==> src/rtl/def.svh <==
// Shared bus and table sizing for the match-action pipeline.
`ifndef EXEC_DEF_SVH
`define EXEC_DEF_SVH
`define BYTE_BUS    8
`define DATA_BUS    32
`define MAX_VAL_LEN 16
`define HDR_MAX_LEN 32
`define NUM_HEADERS 16
`endif

==> src/rtl/exec_pkg.sv <==
// Action opcodes, slot layout and sizes shared by the executor and its ALU.
package exec_pkg;
`include "def.svh"

  localparam int BYTE_W     = `BYTE_BUS;
  localparam int DATA_W     = `DATA_BUS;
  localparam int VAL_LEN    = `MAX_VAL_LEN;
  localparam int HDR_LEN    = `HDR_MAX_LEN;
  localparam int NUM_HDRS   = `NUM_HEADERS;
  localparam int SLOT_BYTES = 4;
  localparam int HID_W      = 4;

  typedef enum logic [BYTE_W-1:0] {
    OP_END  = 8'd0,
    OP_SET  = 8'd1,
    OP_ADD  = 8'd2,
    OP_DROP = 8'd3,
    OP_FWD  = 8'd4
  } opcode_e;

  typedef struct packed {
    logic [BYTE_W-1:0] opcode;
    logic [HID_W-1:0]  hdr_id;
    logic [BYTE_W-1:0] off;
    logic [BYTE_W-1:0] arg;
  } slot_t;
endpackage

==> src/rtl/action_alu.sv <==
// Decodes one action slot against its target header byte; purely combinational.
// ADD support is built only when EXECUTOR_ADD_EN is defined.
module action_alu
  import exec_pkg::*;
(
  input  logic [BYTE_W-1:0] op_i,
  input  logic [BYTE_W-1:0] arg_i,
  input  logic [DATA_W-1:0] idx_i,
`ifdef EXECUTOR_ADD_EN
  input  logic [BYTE_W-1:0] byte_i,
`endif
  output logic              wr_o,
  output logic [BYTE_W-1:0] byte_o,
  output logic              drop_o,
  output logic              fwd_o,
  output logic [BYTE_W-1:0] port_o,
  output logic              err_o,
  output logic              end_o
);
  logic in_range;

  assign in_range = idx_i < DATA_W'(HDR_LEN);
  assign port_o   = arg_i;

  always_comb begin
    wr_o   = 1'b0;
    byte_o = arg_i;
    drop_o = 1'b0;
    fwd_o  = 1'b0;
    err_o  = 1'b0;
    end_o  = 1'b0;
    case (op_i)
      OP_END: end_o = 1'b1;
      OP_SET: begin
        wr_o  = in_range;
        err_o = !in_range;
      end
`ifdef EXECUTOR_ADD_EN
      OP_ADD: begin
        wr_o   = in_range;
        err_o  = !in_range;
        byte_o = byte_i + arg_i;
      end
`endif
      OP_DROP: drop_o = 1'b1;
      OP_FWD:  fwd_o  = 1'b1;
      default: ;
    endcase
  end
endmodule

==> src/rtl/executor.sv <==
// Applies a matched flow's action list to a packet header, one slot per cycle.
// ADD action is compiled in only when EXECUTOR_ADD_EN is defined.
module executor
  import exec_pkg::*;
#(
  parameter int NUM_ACTIONS = VAL_LEN / 4
) (
  input  logic                                clk,
  input  logic                                rst,
  input  logic                                start_i,
  input  logic                                is_match_i,
  input  logic [VAL_LEN-1:0][BYTE_W-1:0]      flow_val_i,
  input  logic [HDR_LEN-1:0][BYTE_W-1:0]      pkt_hdr_i,
  input  logic [NUM_HDRS-1:0][DATA_W-1:0]     parsed_hdrs_i,
  input  logic                                mod_start_i,
  input  logic [7:0]                          mod_default_port_i,
  input  logic                                mod_default_drop_i,
  output logic                                ready_o,
  output logic [HDR_LEN-1:0][BYTE_W-1:0]      pkt_hdr_o,
  output logic [7:0]                          port_o,
  output logic                                drop_o,
  output logic                                err_o
);
  localparam int SLOTW = (NUM_ACTIONS > 1) ? $clog2(NUM_ACTIONS) : 1;
  localparam int HIDXW = $clog2(HDR_LEN);
  localparam logic [SLOTW-1:0] LAST_SLOT = SLOTW'(NUM_ACTIONS - 1);

  typedef enum logic [1:0] {FREE, EXEC, DONE} state_e;

  state_e                                       state_q, state_d;
  logic [SLOTW-1:0]                             slot_q, slot_d;
  logic                                         match_q, match_d;
  logic [NUM_ACTIONS-1:0][SLOT_BYTES-1:0][BYTE_W-1:0] flow_q, flow_d;
  logic [HDR_LEN-1:0][BYTE_W-1:0]               work_q, work_d;
  logic [HDR_LEN-1:0][BYTE_W-1:0]               hdr_q, hdr_d;
  logic [7:0]                                   port_q, port_d, def_port_q, def_port_d;
  logic                                         drop_q, drop_d, def_drop_q, def_drop_d;
  logic                                         err_q, err_d, rdy_q, rdy_d;

  slot_t             cur;
  logic [DATA_W-1:0] idx;
  logic              alu_wr, alu_drop, alu_fwd, alu_err, alu_end;
  logic [BYTE_W-1:0] alu_byte, alu_port;

  always_comb begin
    cur.opcode = flow_q[slot_q][0];
    cur.hdr_id = flow_q[slot_q][1][HID_W-1:0];
    cur.off    = flow_q[slot_q][2];
    cur.arg    = flow_q[slot_q][3];
  end

  // Target offset wraps at 32 bits; the ALU flags anything past the header.
  assign idx = parsed_hdrs_i[cur.hdr_id] + DATA_W'(cur.off);

  action_alu u_alu (
    .op_i   (cur.opcode),
    .arg_i  (cur.arg),
    .idx_i  (idx),
`ifdef EXECUTOR_ADD_EN
    .byte_i (work_q[idx[HIDXW-1:0]]),
`endif
    .wr_o   (alu_wr),
    .byte_o (alu_byte),
    .drop_o (alu_drop),
    .fwd_o  (alu_fwd),
    .port_o (alu_port),
    .err_o  (alu_err),
    .end_o  (alu_end)
  );

  always_comb begin
    state_d    = state_q;
    slot_d     = slot_q;
    match_d    = match_q;
    flow_d     = flow_q;
    work_d     = work_q;
    hdr_d      = hdr_q;
    port_d     = port_q;
    drop_d     = drop_q;
    err_d      = err_q;
    rdy_d      = rdy_q;
    def_port_d = def_port_q;
    def_drop_d = def_drop_q;
    case (state_q)
      FREE: begin
        if (mod_start_i) begin
          def_port_d = mod_default_port_i;
          def_drop_d = mod_default_drop_i;
        end else if (start_i) begin
          state_d = EXEC;
          flow_d  = flow_val_i;
          match_d = is_match_i;
          work_d  = pkt_hdr_i;
          rdy_d   = 1'b0;
          drop_d  = 1'b0;
          err_d   = 1'b0;
          port_d  = def_port_q;
          slot_d  = '0;
        end
      end
      EXEC: begin
        if (!match_q) begin
          drop_d  = def_drop_q;
          hdr_d   = work_q;
          rdy_d   = 1'b1;
          state_d = DONE;
        end else begin
          if (alu_wr)   work_d[idx[HIDXW-1:0]] = alu_byte;
          if (alu_err)  err_d  = 1'b1;
          if (alu_drop) drop_d = 1'b1;
          if (alu_fwd)  port_d = alu_port;
          if (alu_end || slot_q == LAST_SLOT) begin
            hdr_d   = work_d;
            rdy_d   = 1'b1;
            state_d = DONE;
          end else begin
            slot_d = slot_q + SLOTW'(1);
          end
        end
      end
      DONE: if (!start_i) state_d = FREE;
      default: state_d = FREE;
    endcase
  end

  always_ff @(posedge clk) begin
    if (rst) begin
      state_q    <= FREE;
      slot_q     <= '0;
      match_q    <= 1'b0;
      flow_q     <= '0;
      work_q     <= '0;
      hdr_q      <= '0;
      port_q     <= '0;
      drop_q     <= 1'b0;
      err_q      <= 1'b0;
      rdy_q      <= 1'b0;
      def_port_q <= '0;
      def_drop_q <= 1'b0;
    end else begin
      state_q    <= state_d;
      slot_q     <= slot_d;
      match_q    <= match_d;
      flow_q     <= flow_d;
      work_q     <= work_d;
      hdr_q      <= hdr_d;
      port_q     <= port_d;
      drop_q     <= drop_d;
      err_q      <= err_d;
      rdy_q      <= rdy_d;
      def_port_q <= def_port_d;
      def_drop_q <= def_drop_d;
    end
  end

  assign ready_o   = rdy_q;
  assign pkt_hdr_o = hdr_q;
  assign port_o    = port_q;
  assign drop_o    = drop_q;
  assign err_o     = err_q;
endmodule

==> config.mk <==
export PLATFORM = sky130hd
export DESIGN_NAME = executor
export DESIGN_NICKNAME = d
export VERILOG_FILES = /design/src/rtl/exec_pkg.sv /design/src/rtl/action_alu.sv /design/src/rtl/executor.sv
export VERILOG_INCLUDE_DIRS = /design/src /design/src/rtl
export SDC_FILE = /design/constraint.sdc
export NUM_CORES = 2
export LEC_CHECK = 0
export CORE_AREA = 2 2 454 456
export CTS_CLUSTER_SIZE = 12
export DETAILED_ROUTE_END_ITERATION = 8
export DIE_AREA = 0 0 456 458
export PLACE_DENSITY = 0.4
export SYNTH_ARGS = -nofsm -noshare
export SYNTH_HDL_FRONTEND = slang
export SYNTH_SLANG_ARGS = --single-unit
==> constraint.sdc <==
create_clock -name clk -period 8.75 [get_ports clk]
set_input_delay 1.75 -clock clk [delete_from_list [all_inputs] [get_ports clk]]
set_output_delay 1.75 -clock clk [all_outputs]
set_load 0.02 [all_outputs]
==> flow_summary.toml <==
[floorplan]
design.core.area_um2 = 204000
die_w_um = 456
initial_core_util = 0.184
number_of_cell_rows = 166
pin_count = 1177
die-area_um2 = 209000
floorplan.die.height_um = 458

[grt]
largest_net_degree_at_the_start_of_global_routing = 136
grt_antenna_before_repair = 83
overflow = 0
grt_overall_usage = 0.248
first_global_vias = 41400
grt_pass1_wl_um = 364000

[setup_path]
worst_r2r_startpoint = "slot_q[0]"
crit_path_end_kind = "flip-flop"
critical_path.n_buffers_inverters = 1
startpoint_type = "flip-flop"
startpoint = "slot_q[0]"
crit_arrival_ns = 8.26
critical_path.max_fanout = 23
cp_slowest_stage_delay_ns = 1.20
cells_along_the_critical_path = "mux4_4 > mux4_2 > mux2i_1 > a21oi_1 > ha_1 > a21o_1 > a21oi_1 > buf_4 > o21bai_1 > a21oi_1 > o31ai_1 > nand3_2 > or3_1 > o41a_1 > nor4_4 > nand3_4 > o41ai_2 > o221a_2"
crit_top_cell = "sky130_fd_sc_hd__a21oi_1"
worst_path_max_delay_cell = "sky130_fd_sc_hd__o41ai_2"
cp_data_required_time_ns = 9.38
worst_path_dominant_cell_family = "compound AO/OA/AOI/OAI gates"
timing.setup.critical_path_class = "reg -> reg"

[cells_and_area]
most-common-layout-cells = "1159 x sky130_fd_sc_hd__clkdlybuf4s50_1, 647 x sky130_fd_sc_hd__dfxtp_1, 533 x sky130_fd_sc_hd__nor2_1"
number_of_standard_cells_in_the_layout_taps_in_and_fillers_out = 8259
num-fill-cells = 22000
post_route_cells_drive_above_1_share = 0.0955
area_growth_syn_to_layout_pct = 46.5
design.final.nets = 6397
layout.cells.most_common = "sky130_fd_sc_hd__clkdlybuf4s50_1"

[clock_network]
htree_levels = 3
root_buffer = "sky130_fd_sc_hd__clkbuf_16"
cts_buffers = 86
post_cts_resize_count = 0
cts.hold.buffers_added = 0
cts-root-to-sink-buffers = 3
worst_setup_hold_path_clk_slew_ns = 0.06
tritoncts = "yes"
cts.repair_timing.setup_buffer_count = 0
insertion_delay_ns = 0.73
cts.sink_count = 649

[timing]
number_of_setup_violations_in_the_final_report = 0
unrepaired_setup_endpoints_after_global_routing = "no"
period_share = 0.871
timing_worst_slew_pin_value_ns = 1.28
period_minus_ws_final_ns = 7.62
timing.max_slew.rel_slack = 0.146
finalHoldViolCount = 0
timing.hold.ws_ns = 0.450
max_freq_mhz = 131
timing_max_transition_violations_final = 0
final.setup.tns_ns = 0
fin_skew_ns = 0.0358

[synth]
syn-cell-area_um2 = 37500
synth_top_family_by_area = "compound AO/OA/AOI/OAI gates"
synth_largest_type_area_fraction = 0.346
compound_gate_fraction_of_synth_area = 0.257
post_synth_xor_area_fraction = 0.00373
basic_gate_share_of_the_synthesized_area_counting_and_or_nand_and_nor_cells = 0.239
asyncSetResetFlopFracSynth = 0
synth_cell_type_count = 84
synth.yosys.warnings = 0
synth_enable_flop_cells = 0
syn-mean-instance-area_um2 = 8.26
synth-adder-area-share = 0.00353
netlist_instances = 4548
synthTopCellsByArea = "sky130_fd_sc_hd__dfxtp_1 35%, sky130_fd_sc_hd__nor2_1 5.5%, sky130_fd_sc_hd__mux2i_1 5.1%"
yosys-mux-area-fraction = 0.0962
synth.yosys.seq_area_share = 0.346
synth.ff_latch_count = 649
postSynthNetCount = 5468
synthDominantAreaCellType = "sky130_fd_sc_hd__dfxtp_1"
synth-main-ff-cell = "sky130_fd_sc_hd__dfxtp_1"

[drt]
route.antenna.remaining_nets = 0
drtIter0Drc = 3993
drt_wl_total_um = 270000
firstDrtPassIters = 6
routedWlPerCell_um = 32.7
post_drt_via_cell_ratio = 5.14
detail_route.drc_violations = 0
via_count = 42400

[pwr]
total_leakage_power_nw = 19.6
power_density_nw_per_um2 = 156
vdd.ir_drop.worst_uv = 137

[run_status]
outcome = "completed"

[place]
place.detailed.instances = 8077
finalWeightedCongestion = 0.945
dpl.hpwl_um = 204000
io_buffers = 1160

[run]
max_cap_violations = 0

[hold_path]
min_from = "work_q[100]"
timing.hold.worst.class = "reg -> reg"
## metrics by stage
step | total power [mW] | worst slack (ns) | instance area (um^2) | utilization
floorplan | 3.96 | 1.85 | 37500 | -
global placement | 4.96 | 0.511 | 52100 | 0.256
detailed placement | 4.97 | 0.496 | 52100 | 0.256
CTS | 8.64 | 0.930 | 54900 | 0.270
global route | 8.85 | 0.584 | 55000 | 0.270
finish | 8.56 | 1.13 | 55000 | 0.270
## kinds of logic after synthesis
logic type,Yosys count
AND/OR/NAND/NOR,1910
AO/OA/AOI/OAI,1182
flip-flops,649
buffers and inverters,499
multiplexers,282
XOR/XNOR,16
adder cells (fa/ha/maj),10
## power by group
part,switching (mW),internal (mW)
Combinational,0.980,0.753
Sequential,0.0858,3.10
Clock,1.51,2.14
Total,2.57,5.99
## area by class of cell
cell class	instances	area, um^2	area share
Inverter	35	131	0.00239
Multi-Input combinational cell	3400	22700	0.413
Tap cell	2688	3360	0.0611
Timing Repair Buffer	1305	12900	0.235
Sequential cell	649	13000	0.236
Clock buffer	132	2580	0.0468
Antenna cell	31	77.6	0.00141
Clock inverter	19	236	0.00430
## final timing paths
| kind | depth (start not counted) | to | slack, ns |
|---|---|---|---|
| worst max-delay path | 18 | work_q[247] | 1.13 |
| worst min-delay path | 1 | pkt_hdr_o[100] | 0.45 |
| worst max register to register | 18 | work_q[247] | 1.13 |
| worst min register to register | 1 | pkt_hdr_o[100] | 0.45 |
## registers in the layout, indices dropped and copies added (netlist names), 2 cells and up
register    count
def_port_q      8
flow_q        112
pkt_hdr_o     256
port_o          8
slot_q          2
state_q         2
work_q        256
## layer usage
layer / vias to the layer above / routed length [um] / global-route usage
met1: 21400 / 122000 / 0.338
met4: 26 / 10200 / 0.0864
met3: 333 / 20000 / 0.0600
met2: 1805 / 117000 / 0.379
met5: - / 159 / 0
li1: 18900 / - / -
## synth_stat cells (21+ instances only)
cell,count
sky130_fd_sc_hd__a211oi_1,49
sky130_fd_sc_hd__nor2_1,546
sky130_fd_sc_hd__o211a_1,21
sky130_fd_sc_hd__a31oi_1,139
sky130_fd_sc_hd__o221a_1,54
sky130_fd_sc_hd__nand2_1,471
sky130_fd_sc_hd__and2_1,206
sky130_fd_sc_hd__nor3_1,250
sky130_fd_sc_hd__a311oi_1,78
sky130_fd_sc_hd__nand3_1,204
sky130_fd_sc_hd__dfxtp_1,649
sky130_fd_sc_hd__a21o_1,29
sky130_fd_sc_hd__inv_1,34
sky130_fd_sc_hd__a211o_1,106
sky130_fd_sc_hd__o31ai_1,147
sky130_fd_sc_hd__clkbuf_1,353
sky130_fd_sc_hd__o21a_1,77
sky130_fd_sc_hd__o21ai_0,48
sky130_fd_sc_hd__o41ai_4,26
sky130_fd_sc_hd__o221a_2,76
sky130_fd_sc_hd__mux2_2,31
sky130_fd_sc_hd__nand4_1,84
sky130_fd_sc_hd__or4_1,68
sky130_fd_sc_hd__buf_2,66
sky130_fd_sc_hd__mux2i_1,191
sky130_fd_sc_hd__mux4_2,60
sky130_fd_sc_hd__o22ai_1,39
sky130_fd_sc_hd__a32oi_1,28
sky130_fd_sc_hd__buf_1,27
sky130_fd_sc_hd__a311o_1,29
sky130_fd_sc_hd__a21oi_1,164
Note: power is estimated with default switching activity, not from simulation.
